===== config.mk =====
export PLATFORM = sky130hd
export DESIGN_NAME = sram_like_arbiter
export DESIGN_NICKNAME = d
export VERILOG_FILES = /design/src/rtl/sram_like_arbiter.sv
export SDC_FILE = /design/constraint.sdc
export NUM_CORES = 1
export LEC_CHECK = 0
export ABC_AREA = 1
export BUFFER_PORTS_ARGS = -buffer_cell sky130_fd_sc_hd__buf_2
export CAP_MARGIN = 15
export CORE_AREA = 2 2 127 129
export DETAILED_ROUTE_END_ITERATION = 8
export DIE_AREA = 0 0 129 131
export PLACE_DENSITY = 0.56
export SYNTH_ARGS = -nofsm -noshare
export SYNTH_HDL_FRONTEND = slang
export SYNTH_SLANG_ARGS = --single-unit

===== constraint.sdc =====
create_clock -name clk -period 2.2 [get_ports clk]
set_clock_uncertainty 0.1 [all_clocks]
set_input_delay 0.22 -clock clk [delete_from_list [all_inputs] [get_ports clk]]
set_output_delay 0.22 -clock clk [all_outputs]
set_load 0.02 [all_outputs]

===== src/rtl/sram_like_arbiter.sv =====
// Shares one sram-like port between instruction fetch and data access.
// Data has priority, bounded by a run limit; responses are routed through an in-order ID FIFO.
module sram_like_arbiter #(
  parameter int unsigned OUTSTANDING  = 4,
  parameter int unsigned MAX_DATA_RUN = 8
) (
  input  logic                           clk,
  input  logic                           reset,
  input  logic                           inst_req,
  input  logic                           inst_wr,
  input  logic [1:0]                     inst_size,
  input  logic [3:0]                     inst_wstrb,
  input  logic [31:0]                    inst_addr,
  input  logic [31:0]                    inst_wdata,
  output logic                           inst_addr_ok,
  output logic                           inst_data_ok,
  output logic [31:0]                    inst_rdata,
  input  logic                           data_req,
  input  logic                           data_wr,
  input  logic [1:0]                     data_size,
  input  logic [3:0]                     data_wstrb,
  input  logic [31:0]                    data_addr,
  input  logic [31:0]                    data_wdata,
  output logic                           data_addr_ok,
  output logic                           data_data_ok,
  output logic [31:0]                    data_rdata,
  output logic                           mem_req,
  output logic                           mem_wr,
  output logic [1:0]                     mem_size,
  output logic [3:0]                     mem_wstrb,
  output logic [31:0]                    mem_addr,
  output logic [31:0]                    mem_wdata,
  input  logic                           mem_addr_ok,
  input  logic                           mem_data_ok,
  input  logic [31:0]                    mem_rdata,
  output logic [$clog2(OUTSTANDING):0]   outstanding_cnt
);

  localparam int unsigned PW = $clog2(OUTSTANDING);
  localparam int unsigned CW = PW + 1;
  localparam int unsigned RW = $clog2(MAX_DATA_RUN + 1);

  typedef enum logic [1:0] {S_IDLE, S_LOCK_I, S_LOCK_D} state_t;

  state_t                 r_state, w_next;
  logic [CW-1:0]          r_cnt;
  logic [PW-1:0]          r_wptr, r_rptr;
  logic [OUTSTANDING-1:0] r_ids;
  logic [RW-1:0]          r_run;

  logic w_full, w_empty, w_run_max;
  logic w_gnt_i, w_gnt_d, w_push, w_pop, w_head;

  assign w_full    = (r_cnt == CW'(OUTSTANDING));
  assign w_empty   = (r_cnt == '0);
  assign w_run_max = (r_run == RW'(MAX_DATA_RUN));

  always_comb begin
    w_gnt_i = 1'b0;
    w_gnt_d = 1'b0;
    w_next  = r_state;
    case (r_state)
      S_IDLE: begin
        if (!w_full) begin
          if (data_req && !(inst_req && w_run_max)) w_gnt_d = 1'b1;
          else if (inst_req)                         w_gnt_i = 1'b1;
        end
        if ((w_gnt_i || w_gnt_d) && !mem_addr_ok)
          w_next = w_gnt_i ? S_LOCK_I : S_LOCK_D;
      end
      S_LOCK_I: begin
        w_gnt_i = 1'b1;
        if (mem_addr_ok) w_next = S_IDLE;
      end
      S_LOCK_D: begin
        w_gnt_d = 1'b1;
        if (mem_addr_ok) w_next = S_IDLE;
      end
      default: w_next = S_IDLE;
    endcase
    // Everything visible is forced quiet while reset is asserted.
    if (reset) begin
      w_gnt_i = 1'b0;
      w_gnt_d = 1'b0;
    end
  end

  assign mem_req   = w_gnt_i | w_gnt_d;
  assign mem_wr    = w_gnt_d ? data_wr    : (w_gnt_i ? inst_wr    : 1'b0);
  assign mem_size  = w_gnt_d ? data_size  : (w_gnt_i ? inst_size  : '0);
  assign mem_wstrb = w_gnt_d ? data_wstrb : (w_gnt_i ? inst_wstrb : '0);
  assign mem_addr  = w_gnt_d ? data_addr  : (w_gnt_i ? inst_addr  : '0);
  assign mem_wdata = w_gnt_d ? data_wdata : (w_gnt_i ? inst_wdata : '0);

  assign w_push = mem_req & mem_addr_ok;
  assign w_pop  = mem_data_ok & ~w_empty & ~reset;
  assign w_head = r_ids[r_rptr];

  assign inst_addr_ok    = w_push & w_gnt_i;
  assign data_addr_ok    = w_push & w_gnt_d;
  assign inst_data_ok    = w_pop & ~w_head;
  assign data_data_ok    = w_pop & w_head;
  assign inst_rdata      = reset ? '0 : mem_rdata;
  assign data_rdata      = reset ? '0 : mem_rdata;
  assign outstanding_cnt = reset ? '0 : r_cnt;

  always_ff @(posedge clk) begin
    if (reset) begin
      r_state <= S_IDLE;
      r_cnt   <= '0;
      r_wptr  <= '0;
      r_rptr  <= '0;
      r_ids   <= '0;
      r_run   <= '0;
    end else begin
      r_state <= w_next;
      if (w_push) begin
        r_ids[r_wptr] <= w_gnt_d;
        r_wptr        <= r_wptr + 1'b1;
      end
      if (w_pop) r_rptr <= r_rptr + 1'b1;
      case ({w_push, w_pop})
        2'b10:   r_cnt <= r_cnt + 1'b1;
        2'b01:   r_cnt <= r_cnt - 1'b1;
        default: r_cnt <= r_cnt;
      endcase
      // Run length only counts data grants that actually made inst wait.
      if (inst_addr_ok || !inst_req)       r_run <= '0;
      else if (data_addr_ok && !w_run_max) r_run <= r_run + 1'b1;
    end
  end

endmodule

## Word level (Yosys, flattened, before mapping)

Index checks and enable logic that the tools add are counted.

| storage, ports and cells | value |
|---|---|
| register bits after elaboration | 17 |
| input bits | 180 |
| output and inout port bits | 143 |
| logic and storage cells | 83 |

| operators by class | value |
|---|---|
| $add $sub $neg | 5 |
| $lt $le $gt $ge | 3 |
| equal/unequal tests | 8 |
| multiplexer cells | 33 |
| bitwise logic cells | 11 |
| reductions and logical operators | 17 |

Operator list:

| kind | count |
|---|---|
| $mux W32 | 5 |
| $mux W1 | 13 |
| $mux W2 | 5 |
| $mux W4 | 2 |
| $and A1 B1 Y1 | 7 |
| $lt A2 B3 Y1 const B | 2 |
| $pmux W3 S2 | 1 |
| $logic_and A1 B1 Y1 | 5 |
| $add A2 B1 Y2 const B | 2 |
| $add A4 B1 Y4 const B | 1 |
| $bwmux W4 | 1 |
| $eq A2 B1 Y1 const B | 2 |
| $eq A2 B2 Y1 const B | 2 |
| $eq A4 B4 Y1 const B | 1 |
| $logic_not A1 Y1 | 4 |
| $pmux W1 S2 | 2 |
| $pmux W2 S2 | 1 |
| $reduce_or A2 Y1 | 2 |
| $add A3 B1 Y3 const B | 1 |
| $eq A3 B3 Y1 const B | 1 |
| $logic_not A3 Y1 | 1 |
| $mux W3 | 1 |
| $not A1 Y1 | 3 |
| $sub A3 B1 Y3 const B | 1 |
| other kinds (10) | 11 |

## Longest topological paths before layout

Gate-level depths: netlist of the first run.

| depth | value |
|---|---|
| depth in word-level cells | 14 |
| mapped depth | 15 |
| mapped depth without buffers | 15 |

## Least setup slack after synthesis of the first run

No wires, ideal clock.

| timing path | value |
|---|---|
| path kind | register -> register |
| start point | reg r_run[0] |
| end point | reg r_cnt[2] |
| library setup time | 0.121 ns |
| arrival time | 2.241 ns |
| data required time | 1.979 ns |
| path slack | -0.262 ns |
| cell stages (with the launch flop) | 15 |
| buffers on the path | 0 |
| clock period less this slack | 2.462 ns |
| cell sequence | dfxtp_1 inv_1 ha_1 nand4_2 nand2_1 nand3_2 nand2_4 nand2_4 nand2_2 nand2_1 ha_1 fa_1 o21a_1 o21ai_0 a21oi_1 |

| on the way | value |
|---|---|
| word-level cells in the longest chain between the ends | 13 |
| elaborated cells between the ends (all ways) | 20 |
| those cells by class | 3 x eq/ne; 11 x mux; 2 x bitwise; 4 x reduce/logical |

RTL lines:

| item | line | text |
|---|---|---|
| from (decl) | 49 | `logic [RW-1:0] r_run;` |
| from (signal assigned) | 129 | `else if (data_addr_ok && !w_run_max) r_run <= r_run + 1'b1;` |
| $eq A4 B4 Y1 * | 56 | `assign w_run_max = (r_run == RW'(MAX_DATA_RUN));` |
| $logic_and A1 B1 Y1 * | 65 | `if (data_req && !(inst_req && w_run_max)) w_gnt_d = 1'b1;` |
| $logic_not A1 Y1 * | 65 |  |
| $logic_and A1 B1 Y1 * | 65 |  |
| $mux W1 | 65 |  |
| $mux W1 | 64 | `if (!w_full) begin` |
| $mux W1 | 62 | `case (r_state)` |
| $pmux W1 S2 | 62 |  |
| $mux W1 | 82 | `if (reset) begin` |
| $or A1 B1 Y1 * | 88 | `assign mem_req = w_gnt_i \| w_gnt_d;` |
| net mem_req | 27 | `output logic mem_req,` |
| $and A1 B1 Y1 * | 95 | `assign w_push = mem_req & mem_addr_ok;` |
| $eq A2 B1 Y1 or $eq A2 B2 Y1 (tied branches) | 122 | `case ({w_push, w_pop})` |
| $pmux W3 S2 or $reduce_bool A2 Y1 (tied branches) | -- |  |
| to (signal assigned) | 123 | `2'b10: r_cnt <= r_cnt + 1'b1;` |
| to (signal assigned) | 124 | `2'b01: r_cnt <= r_cnt - 1'b1;` |
| to (signal assigned) | 125 | `default: r_cnt <= r_cnt;` |
| to (decl) | 46 | `logic [CW-1:0] r_cnt;` |

Mark *: on every way through the listed nets, which the timed path passes. The rest lies on a longest branch. The select of a mux whose other input is x is not followed.
A chain may end at the register's enable or synchronous reset.

## Worst setup path in the final report of the first run

| timing path | value |
|---|---|
| start point | reg r_run[1] |
| end point | out mem_addr[16] |

| on the way | value |
|---|---|
| word-level cells in the longest chain between the ends | 11 |
| elaborated cells between the ends (all ways) | 16 |
| those cells by class | 1 x eq/ne; 12 x mux; 3 x reduce/logical |

RTL lines:

| item | line | text |
|---|---|---|
| $eq A4 B4 Y1 * | 56 |  |
| $logic_and A1 B1 Y1 * | 65 |  |
| $logic_not A1 Y1 * | 65 |  |
| $logic_and A1 B1 Y1 * | 65 |  |
| $mux W1 | 65 |  |
| $mux W1 | 64 |  |
| $mux W1 | 62 |  |
| $pmux W1 S2 | 62 |  |
| $mux W1 | 82 |  |
| $mux W32 | 92 | `assign mem_addr = w_gnt_d ? data_addr : (w_gnt_i ? inst_addr : '0);` |
| $mux W32 * | 92 |  |
| to (decl) | 31 | `output logic [31:0] mem_addr,` |

Every way passes the cells marked *; elsewhere a longest branch is shown, timed or not. The select of a mux whose other input is x is not followed.

==> results of run 1 <==
[registers in the layout, indices dropped and copies added (netlist names)]
signal   count
r_run        4
r_state      2
r_ids        4
r_rptr       2
r_wptr       2
r_cnt        3
[worst min-delay path: cells and delay by family]
family,cells,cell delay [ns]
AO/OA/AOI/OAI,1,0.07
buffers and inverters,1,0.10
AND/OR/NAND/NOR,1,0.09
[final cells by class]
| cell class | count | area [µm²] |
|---|---|---|
| clock buffers | 4 | 78.83 |
| inverters | 56 | 236.5 |
| fillers | 1605 | 9290 |
| repair buffers | 370 | 2735 |
| repair inverters | 3 | 57.56 |
| flip-flops and latches | 17 | 344.1 |
| well taps | 216 | 270.3 |
| multi-input cells | 356 | 2585 |
[routing by layer]
layer / track usage (%) / up-vias / wire [µm]
met3: 2.280 / 26 / 1328
li1: - / 2138 / -
met2: 27.58 / 269 / 8283
met1: 19.23 / 1960 / 6228
met4: 3.772 / 0 / 359
met5: 0 / - / 0
[layout by cell type (no fill, tap or decap), types with 2 or more instances in the layout]
master,instances
ha_1,7
nand2_8,3
dfxtp_1,14
nand2_1,34
a21oi_1,18
inv_1,49
nor2_1,46
ha_4,3
buf_4,30
nand3_2,23
o21ai_0,2
buf_6,72
dfxtp_2,3
buf_16,7
nand2_2,69
nand4_1,9
buf_12,4
nand2_4,73
nand3_1,56
buf_2,250
clkbuf_16,10
clkinv_16,2
inv_2,6
[path summary, 6_finish.rpt]
path,start,end,slack [ns],cells after the start
worst min register to register,r_ids[2],r_ids[2],0.39,2
worst max-delay path,r_run[1],mem_addr[16],-0.13,11
worst max register to register,r_run[1],r_cnt[2],0.01,14
worst min-delay path,mem_data_ok,r_rptr[0],0.17,3
[cell families (layout without fill, tap and decap cells)]
logic type                 Yosys count  after routing  share of synthesized area, %
AOI/OAI and AO/OA                   27             27                         5.206
adders and majority gates           11             11                         5.251
buffers and inverters              117            433                         23.99
xor gates and xnor gates             2              2                        0.6339
and+or+nand+nor                    316            316                         52.60
DFF                                 17             17                         12.31
[what timing repair did]
action / in CTS / in global routing
buffers inserted: 4 / 10
endpoints found under the hold margin: 0 / 0
setup endpoints to repair: 73 / 74
pin swaps: 31 / 56
gates resized for setup: 172 / 214
gates cloned: 8 / 8
[metrics by stage]
stage          setup TNS (ns)  cells
2_1_floorplan        -0.04679    490
3_3_place_gp         -0.01243    990
3_5_place_dp         -0.03481    990
4_1_cts                -2.456   1006
5_1_grt                -13.71   1022
6_report               -5.907   1022
[report_power, final]
group	leakage (nW)	internal, W	switching (W)	total [W]
Combinational	3.49	0.00230	0.00290	0.00520
Sequential	0.140	0.000371	0.0000419	0.000413
Clock	0.0382	0.000247	0.000130	0.000377
Total	3.66	0.00292	0.00308	0.00599
==> results.py, run 1 <==
metrics = {
    "status": {
        "outcome": "finished, violations left",
        "violations": "setup timing",
    },
    "synthesis": {
        "synthesis.nets": 681,
        "yosys.area.top_type": "nand2_1",
        "yosys-top-cells-area": "nand2_1 (24%), dfxtp_1 (12%), buf_4 (11%), nand3_1 (11%), nand3_2 (7.6%)",
        "yosys_register_bits": 17,
        "synthesis.yosys.warnings": 0,
        "asyncSetResetFlopFracSynth_pct": 0,
        "syn-instance-count": 490,
        "synth.cell_area_um2": 2764,
        "yosys.cell_types.count": 28,
        "synth_area_per_cell_um2": 5.641,
        "synth_edf_count": 0,
        "yosysTopAreaCellShare_pct": 23.77,
        "synth.most_common_cell": "nand2_1",
        "synthTopCellsByCount": "nand2_1 (175), nand3_1 (58), inv_1 (53)",
        "ys_dominant_reg_cell": "dfxtp_1",
        "yosysSeqAreaShare_pct": 12.31,
    },
    "placed_design": {
        "dpl_ws_ns": -0.03481,
        "dp.final_hpwl_um": 10390,
        "post_dp_cell_area_um2": 4488,
        "gpl.final_weighted_congestion": 0.7973,
        "buffer_ports.inserted": 322,
    },
    "global_routing": {
        "track_usage_pct": 15.32,
        "grt_pass1_vias": 3788,
        "global_route.overflow_total": 0,
        "antenna_found_initial": 0,
        "wire_length_of_the_first_global_routing_pass_um": 20300,
        "grt_start_max_net_pins": 37,
    },
    "routing": {
        "drtIter0Drc": 139,
        "route.vias.total": 4393,
        "avgRoutedWirePerCell_um": 15.85,
        "route.antenna.remaining_nets": 0,
        "drt-vias-per-instance": 4.298,
        "post_route_drc": 0,
        "drt-total-wl_um": 16200,
        "dr.pass1.iters": 4,
    },
    "final_layout": {
        "core_utilization_of_the_finished_layout_pct": 40.44,
        "area_growth_syn_to_layout_pct": 128.2,
        "drive_gt1_share_pct": 69.98,
        "antenna_cells": 0,
        "finalNetCount": 998,
        "final_cell_area_um2": 6307,
    },
    "critical_path": {
        "crit_path_top_delay_cell": "dfxtp_2",
        "worstSetupPathType": "reg -> out",
        "path_common_cell": "nand2_1",
        "critical-path-top-delay-family": "buffers and inverters",
        "chain_of_cells_forming_the_critical_path": "inv_2 -> ha_4 -> nand4_4 -> nand4_1 -> buf_4 -> a21oi_4 -> buf_12 -> clkbuf_16 -> nand2_1 -> nand2_1 -> buf_6",
        "critical_path.n_buffers_inverters": 5,
        "worst_setup_ep_type": "output pin",
        "critPathMaxStageDelay_ns": 0.33,
        "critPathMaxFanout": 8,
        "cp-start-kind": "flop",
        "worst-endpoint-required_ns": 1.88,
        "critical_path_arrival_ns": 2.01,
    },
    "power_and_ir_drop": {
        "p_leak_nw": 3.665,
        "power.density_nw_per_um2": 950.3,
        "total_power_w": 0.005994,
        "vdd.ir_drop.worst_v": 0.0003364,
    },
    "clock_tree": {
        "tritoncts_clock_tree": "yes",
        "total_clock_buffers_created_by_cts": 3,
        "htree_num_levels": 1,
        "clock_latency_ns": 0.25,
        "clock_tree.buffer_depth": 2,
        "cts_root_buffer": "clkbuf_16",
        "hold_buffers": 0,
        "cts_num_sinks": 17,
        "cts.reportedPaths.clkPinSlew_ns": 0.05,
    },
    "die": {
        "placeableCoreArea_um2": 15600,
        "initial_core_utilization_pct": 17.72,
        "die_width_um": 129,
        "dieArea_um2": 16900,
        "rows": 46,
        "io_pins": 323,
        "die_height_um": 131,
    },
    "timing": {
        "hold_ws_ns": 0.1745,
        "grt_setup_unrepaired": "yes",
        "maxClockFrequency_ghz": 0.4298,
        "worst-slew-pin-transition_ns": 0.3176,
        "worst_rel_slew_slack_pct": 78.75,
        "finalCritPeriodShare_pct": 105.7,
        "finalHoldViolations": 0,
        "timing.final.crit_period_ns": 2.326,
        "maxSlewViolCount": 0,
        "finalSetupViolations": 72,
        "fin_ws_ns": -0.1264,
    },
    "flow_run": {
        "maxCapViolCount": 0,
    },
    "worst_hold_path": {
        "hp-class": "in -> reg",
    },
}
No activity file was read; power rests on OpenSTA's default activity.
==> run 2, diff against run 1 <==
==> constraint.sdc (replaced) <==
create_clock -name clk -period 2.2 [get_ports clk]
set_clock_uncertainty 0.1 [all_clocks]
set_input_delay 0.11 -clock clk [delete_from_list [all_inputs] [get_ports clk]]
set_output_delay 0.11 -clock clk [all_outputs]
set_load 0.02 [all_outputs]
==> run 2 against run 1 <==
Against the previous run: the flow still finishes with violations (setup timing); maximum frequency rose by 5.1%; setup slack improved by 0.11 ns; sequential power barely moved; largest cell class unchanged; largest power group unchanged.
==> results.py, run 2 (synthesized netlist as in run 1, its figures left out) <==
metrics = {
    "status": {
        "outcome": "finished, violations left",
        "violations": "setup timing",
    },
    "die": {
        "io_pins": 323,
        "rows": 46,
        "initial_core_utilization_pct": 17.72,
        "placeableCoreArea_um2": 15600,
        "die_height_um": 131,
        "dieArea_um2": 16900,
        "die_width_um": 129,
    },
    "routing": {
        "avgRoutedWirePerCell_um": 13.70,
        "drtIter0Drc": 169,
        "route.vias.total": 4122,
        "route.antenna.remaining_nets": 0,
        "drt-vias-per-instance": 4.118,
        "drt-total-wl_um": 13710,
        "post_route_drc": 0,
        "dr.pass1.iters": 4,
    },
    "clock_tree": {
        "cts.reportedPaths.clkPinSlew_ns": 0.05,
        "clock_latency_ns": 0.25,
        "cts_root_buffer": "clkbuf_16",
        "tritoncts_clock_tree": "yes",
        "cts_num_sinks": 17,
        "hold_buffers": 0,
        "htree_num_levels": 1,
        "total_clock_buffers_created_by_cts": 3,
        "clock_tree.buffer_depth": 2,
    },
    "global_routing": {
        "grt_pass1_vias": 3397,
        "global_route.overflow_total": 0,
        "track_usage_pct": 12.92,
        "grt_start_max_net_pins": 73,
        "wire_length_of_the_first_global_routing_pass_um": 17380,
        "antenna_found_initial": 0,
    },
    "critical_path": {
        "reg2reg_to": "r_cnt[2]",
        "worst_setup_ep_type": "flop",
        "critical_path_arrival_ns": 2.30,
        "worst-endpoint-required_ns": 2.28,
        "ff2ff_setup_slack_ns": -0.01,
        "worstReg2RegStart": "r_run[0]",
        "critPathMaxFanout": 3,
        "cp-start-kind": "flop",
        "worstSetupPathType": "reg -> reg",
        "rr_worst_depth": 15,
    },
    "placed_design": {
        "dpl_ws_ns": -0.04456,
        "gpl.final_weighted_congestion": 0.7958,
        "dp.final_hpwl_um": 10160,
        "buffer_ports.inserted": 322,
    },
    "final_layout": {
        "finalNetCount": 977,
        "most-common-layout-cells": "buf_2 (306), nand2_1 (172), nand3_1 (58), inv_1 (50), nor2_1 (46)",
        "most_common_library_cell_in_the_layout_ignoring_fill_and_taps": "buf_2",
        "largestRegisters": "r_ids (4), r_run (4), r_cnt (3)",
        "area_growth_syn_to_layout_pct": 74.33,
        "drive_gt1_share_pct": 50.96,
        "antenna_cells": 0,
    },
    "timing": {
        "finalSetupViolations": 1,
        "timing.final.crit_period_ns": 2.214,
        "fin_setup_tns_ns": -0.01409,
        "fin_ws_ns": -0.01409,
        "grt_setup_unrepaired": "yes",
        "maxSlewViolCount": 0,
        "worst_rel_slew_slack_pct": 79.08,
        "maxClockFrequency_ghz": 0.4517,
        "worst-slew-pin-transition_ns": 0.3134,
        "finalCritPeriodShare_pct": 100.6,
        "finalHoldViolations": 0,
    },
    "worst_hold_path": {
        "worst_hold_path.num_cells": 3,
        "hold_start": "mem_data_ok",
        "destination_of_the_worst_hold_path": "r_rptr[0]",
        "hp-class": "in -> reg",
    },
    "power_and_ir_drop": {
        "vdd.ir_drop.worst_v": 0.0003840,
        "p_leak_nw": 2.982,
        "power.density_nw_per_um2": 892.7,
    },
    "flow_run": {
        "maxCapViolCount": 0,
    },
}
==> run 2: cell types whose count changed in the layout (fill, tap and decap cells not counted), moves of 2 or more <==
cell,change
buf_4,+8
buf_2,+56
nand3_2,-2
nand3_1,+2
buf_6,-72
buf_16,-4
nand2_1,+138
nand2_2,-67
buf_12,-2
clkbuf_16,-5
nand2_4,-71
==> run 2: final cells by class <==
cell class | count | area (µm²)
Multi-Input combinational cell | 356 | 1871
Clock buffer | 4 | 78.83
Sequential cell | 17 | 342.8
Fill cell | 1713 | 10780
Tap cell | 216 | 270.3
Timing Repair inverter | 1 | 30.03
Inverter | 56 | 236.5
Timing Repair Buffer | 351 | 1989
==> run 2: per-stage QoR <==
| step | cells | area [µm²] | power [W] | utilization, % | hold slack (ns) |
|---|---|---|---|---|---|
| after global placement | 987 | 4466 | 0.003489 | 28.63 | 0.3194 |
| after detailed placement | 987 | 4466 | 0.003488 | 28.63 | 0.3257 |
| final | 1001 | 4818 | 0.004301 | 30.89 | 0.07594 |
| after global routing | 1001 | 4818 | 0.004619 | 30.89 | 0.08697 |
| after floorplan | 490 | 2838 | 0.002477 | - | 0.1965 |
| after CTS | 996 | 4705 | 0.004132 | 30.16 | 0.07137 |
==> run 2: worst max path at each step <==
stage	end	from	slack (ns)	cells after the start
after floorplan	r_cnt[2]	r_run[1]	-0.05	15
after global placement	r_cnt[2]	r_run[1]	-0.03	15
after detailed placement	r_cnt[2]	r_run[1]	-0.04	15
after CTS	r_cnt[2]	r_run[0]	0.001	15
after global routing	mem_wdata[17]	r_run[0]	-0.13	12
final	r_cnt[2]	r_run[0]	-0.01	15
==> run 2: critical path: stages, from the launching register on <==
cell,delay [ns]
dfxtp_2,0.32
inv_2,0.07
ha_4,0.15
nand4_4,0.07
nand2_2,0.09
nand3_2,0.09
nand2_4,0.11
nand2_8,0.06
nand2_8,0.08
nand2_4,0.05
ha_4,0.16
fa_2,0.35
a21oi_2,0.14
o21a_1,0.14
o21ai_1,0.06
a21oi_1,0.11
==> run 2: timing repair <==
item,4_1_cts,5_1_grt
endpoints found under the setup margin,65,73
pin swaps,6,1
cloned,2,3
gates resized for setup,23,5
setup buffers,3,2
==> run 2: per-layer routing <==
metal / wire length [µm] / GRT usage [%] / up-vias
met4: 115 / 1.726 / 0
met5: 0 / 0 / -
li1: - / - / 2085
met2: 6607 / 24.09 / 262
met3: 1135 / 1.547 / 6
met1: 5849 / 16.33 / 1769
==> run 2: power breakdown <==
part / internal [W] / switching (W)
Sequential: 0.000370 / 0.0000417
Clock: 0.000246 / 0.000122
Combinational: 0.00128 / 0.00225
Total: 0.00189 / 0.00241
==> run 3, diff against run 2 <==
--- a/config.mk
+++ b/config.mk
@@ -8,10 +8,11 @@
 export ABC_AREA = 1
 export BUFFER_PORTS_ARGS = -buffer_cell sky130_fd_sc_hd__buf_2
 export CAP_MARGIN = 15
-export CORE_AREA = 2 2 127 129
+export CELL_PAD_IN_SITES_DETAIL_PLACEMENT = 0
+export CELL_PAD_IN_SITES_GLOBAL_PLACEMENT = 1
+export CORE_UTILIZATION = 18
 export DETAILED_ROUTE_END_ITERATION = 8
-export DIE_AREA = 0 0 129 131
-export PLACE_DENSITY = 0.56
+export PLACE_DENSITY = 0.85
 export SYNTH_ARGS = -nofsm -noshare
 export SYNTH_HDL_FRONTEND = slang
 export SYNTH_SLANG_ARGS = --single-unit
==> run 3 against run 2 <==
Against the previous run: the flow now finishes without violations; final cell count shrank 2.5%; register-to-register slack improved by 0.03 ns; core utilization grew 2.9 points; global-route usage is 1.2 points higher; sequential power is essentially flat; critical path type unchanged; critical endpoint unchanged.
==> results.py, run 3 (synthesized netlist as in run 1, its figures left out) <==
metrics = {
    "final_layout": {
        "area_growth_syn_to_layout_pct": 80.31,
        "most-common-layout-cells": "buf_2 (281), nand2_1 (165), nand3_1 (58), buf_4 (52), inv_1 (49)",
        "largestRegisters": "r_ids (4), r_run (4), r_cnt (3)",
        "finalNetCount": 984,
        "most_common_library_cell_in_the_layout_ignoring_fill_and_taps": "buf_2",
        "final_cell_area_um2": 4984,
        "drive_gt1_share_pct": 52.40,
        "antenna_cells": 0,
        "core_utilization_of_the_finished_layout_pct": 33.78,
    },
    "critical_path": {
        "critical_path_arrival_ns": 2.26,
        "chain_of_cells_forming_the_critical_path": "inv_2 -> ha_4 -> nand4_4 -> nand4_1 -> nand2_2 -> nand2_4 -> nand2_8 -> nand2_4 -> ha_4 -> fa_2 -> a21oi_2 -> o21a_1 -> o21ai_1 -> a21oi_1",
        "crit_path_top_delay_cell": "fa_2",
        "worstSetupPathType": "reg -> reg",
        "worst-endpoint-required_ns": 2.28,
        "worst_setup_ep_type": "flop",
        "critPathMaxStageDelay_ns": 0.34,
        "critPathMaxFanout": 3,
        "cp-start-kind": "flop",
    },
    "placed_design": {
        "post_dp_cell_area_um2": 4466,
        "buffer_ports.inserted": 322,
        "dp.final_hpwl_um": 9743,
        "gpl.final_weighted_congestion": 0.8036,
    },
    "timing": {
        "grt_setup_unrepaired": "yes",
        "maxSlewViolCount": 0,
        "finalHoldViolations": 0,
        "hold_ws_ns": 0.05998,
        "finalSetupViolations": 0,
        "finalCritPeriodShare_pct": 99.14,
        "fin_setup_tns_ns": 0,
        "maxClockFrequency_ghz": 0.4585,
        "timing.final.crit_period_ns": 2.181,
        "worst_rel_slew_slack_pct": 75.92,
        "worst-slew-pin-transition_ns": 0.3611,
    },
    "die": {
        "die_width_um": 125.9,
        "dieArea_um2": 15850,
        "initial_core_utilization_pct": 18.73,
        "io_pins": 323,
        "die_height_um": 125.9,
        "placeableCoreArea_um2": 14750,
        "rows": 44,
    },
    "power_and_ir_drop": {
        "vdd.ir_drop.worst_v": 0.0003538,
        "p_leak_nw": 3.051,
        "total_power_w": 0.004551,
        "power.density_nw_per_um2": 913.3,
    },
    "routing": {
        "drtIter0Drc": 134,
        "post_route_drc": 0,
        "avgRoutedWirePerCell_um": 13.36,
        "dr.pass1.iters": 4,
        "route.antenna.remaining_nets": 0,
        "drt-total-wl_um": 13040,
        "drt-vias-per-instance": 4.135,
        "route.vias.total": 4036,
    },
    "global_routing": {
        "antenna_found_initial": 0,
        "track_usage_pct": 14.16,
        "global_route.overflow_total": 0,
        "wire_length_of_the_first_global_routing_pass_um": 17930,
        "grt_start_max_net_pins": 53,
        "grt_pass1_vias": 3459,
    },
    "clock_tree": {
        "cts_num_sinks": 17,
        "htree_num_levels": 1,
        "clock_latency_ns": 0.25,
        "clock_tree.buffer_depth": 2,
        "tritoncts_clock_tree": "yes",
        "cts.reportedPaths.clkPinSlew_ns": 0.05,
        "total_clock_buffers_created_by_cts": 3,
        "hold_buffers": 0,
        "cts_root_buffer": "clkbuf_16",
    },
    "worst_hold_path": {
        "hp-class": "in -> reg",
    },
    "flow_run": {
        "maxCapViolCount": 0,
    },
    "status": {
        "outcome": "completed",
    },
}
run 3: changes by cell type in the layout (fill, tap and decap cells not counted), moves of 2 or more:
cell       change
nand2_2        +7
buf_4         +14
clkinv_16      -2
buf_2         -25
nand2_1        -7
buf_6         +11
clkbuf_4       +3
buf_12         +2
run 3: final timing paths:
kind               startpoint         to  slack, ns  cells past startpoint
setup / recovery     r_run[0]   r_cnt[2]       0.02                     14
hold / removal    mem_data_ok  r_rptr[0]       0.06                      3
setup reg to reg     r_run[0]   r_cnt[2]       0.02                     14
hold reg to reg      r_ids[0]   r_ids[0]       0.38                      2
run 3: final cells by class:
cell class / count / area [µm²]
multi-input combinational: 356 / 1887
sequential: 17 / 342.8
timing repair buffer: 358 / 2213
timing repair inverter: 1 / 8.758
tap: 184 / 230.2
fill: 1629 / 9771
inverter: 56 / 222.7
clock buffer: 4 / 78.83
run 3: repair_timing:
item / in CTS / in global routing
pin swaps: 8 / 2
resized for setup: 16 / 56
endpoints found under the setup margin: 62 / 71
buffers inserted: 6 / 2
gates cloned: 3 / 4
run 3: where the power goes:
group / leakage (nW) / internal (W) / total (W) / switching, W
Clock: 0.0382 / 0.000246 / 0.000371 / 0.000124
Sequential: 0.139 / 0.000370 / 0.000411 / 0.0000415
Combinational: 2.87 / 0.00152 / 0.00377 / 0.00225
Total: 3.05 / 0.00214 / 0.00455 / 0.00241
run 3: worst max-delay path: cells and delay by family (launching register included):
kind,cells,cell delay [ns]
AOI/OAI and AO/OA,4,0.44
adders and majority gates,3,0.66
buffers and inverters,1,0.05
DFF,1,0.33
and+or+nand+nor,6,0.55
run 3: metal layers:
layer  part of all wire [%]  global-route usage (%)  up-vias  wire length, µm
li1                       -                       -     2099                -
met1                     41                   16.34     1730             5342
met2                     52                   27.98      203             6755
met3                    6.6                   2.251        4              860
met4                   0.62                   1.134        0               81
met5                      0                       0        -                0
run 3: metrics by stage:
stage,setup WS [ns],instances
after detailed placement,-0.04694,957
after floorplan,-0.04679,490
after global placement,-0.01145,957
after global routing,-0.1605,976
after CTS,-0.01262,970
final,0.01895,976
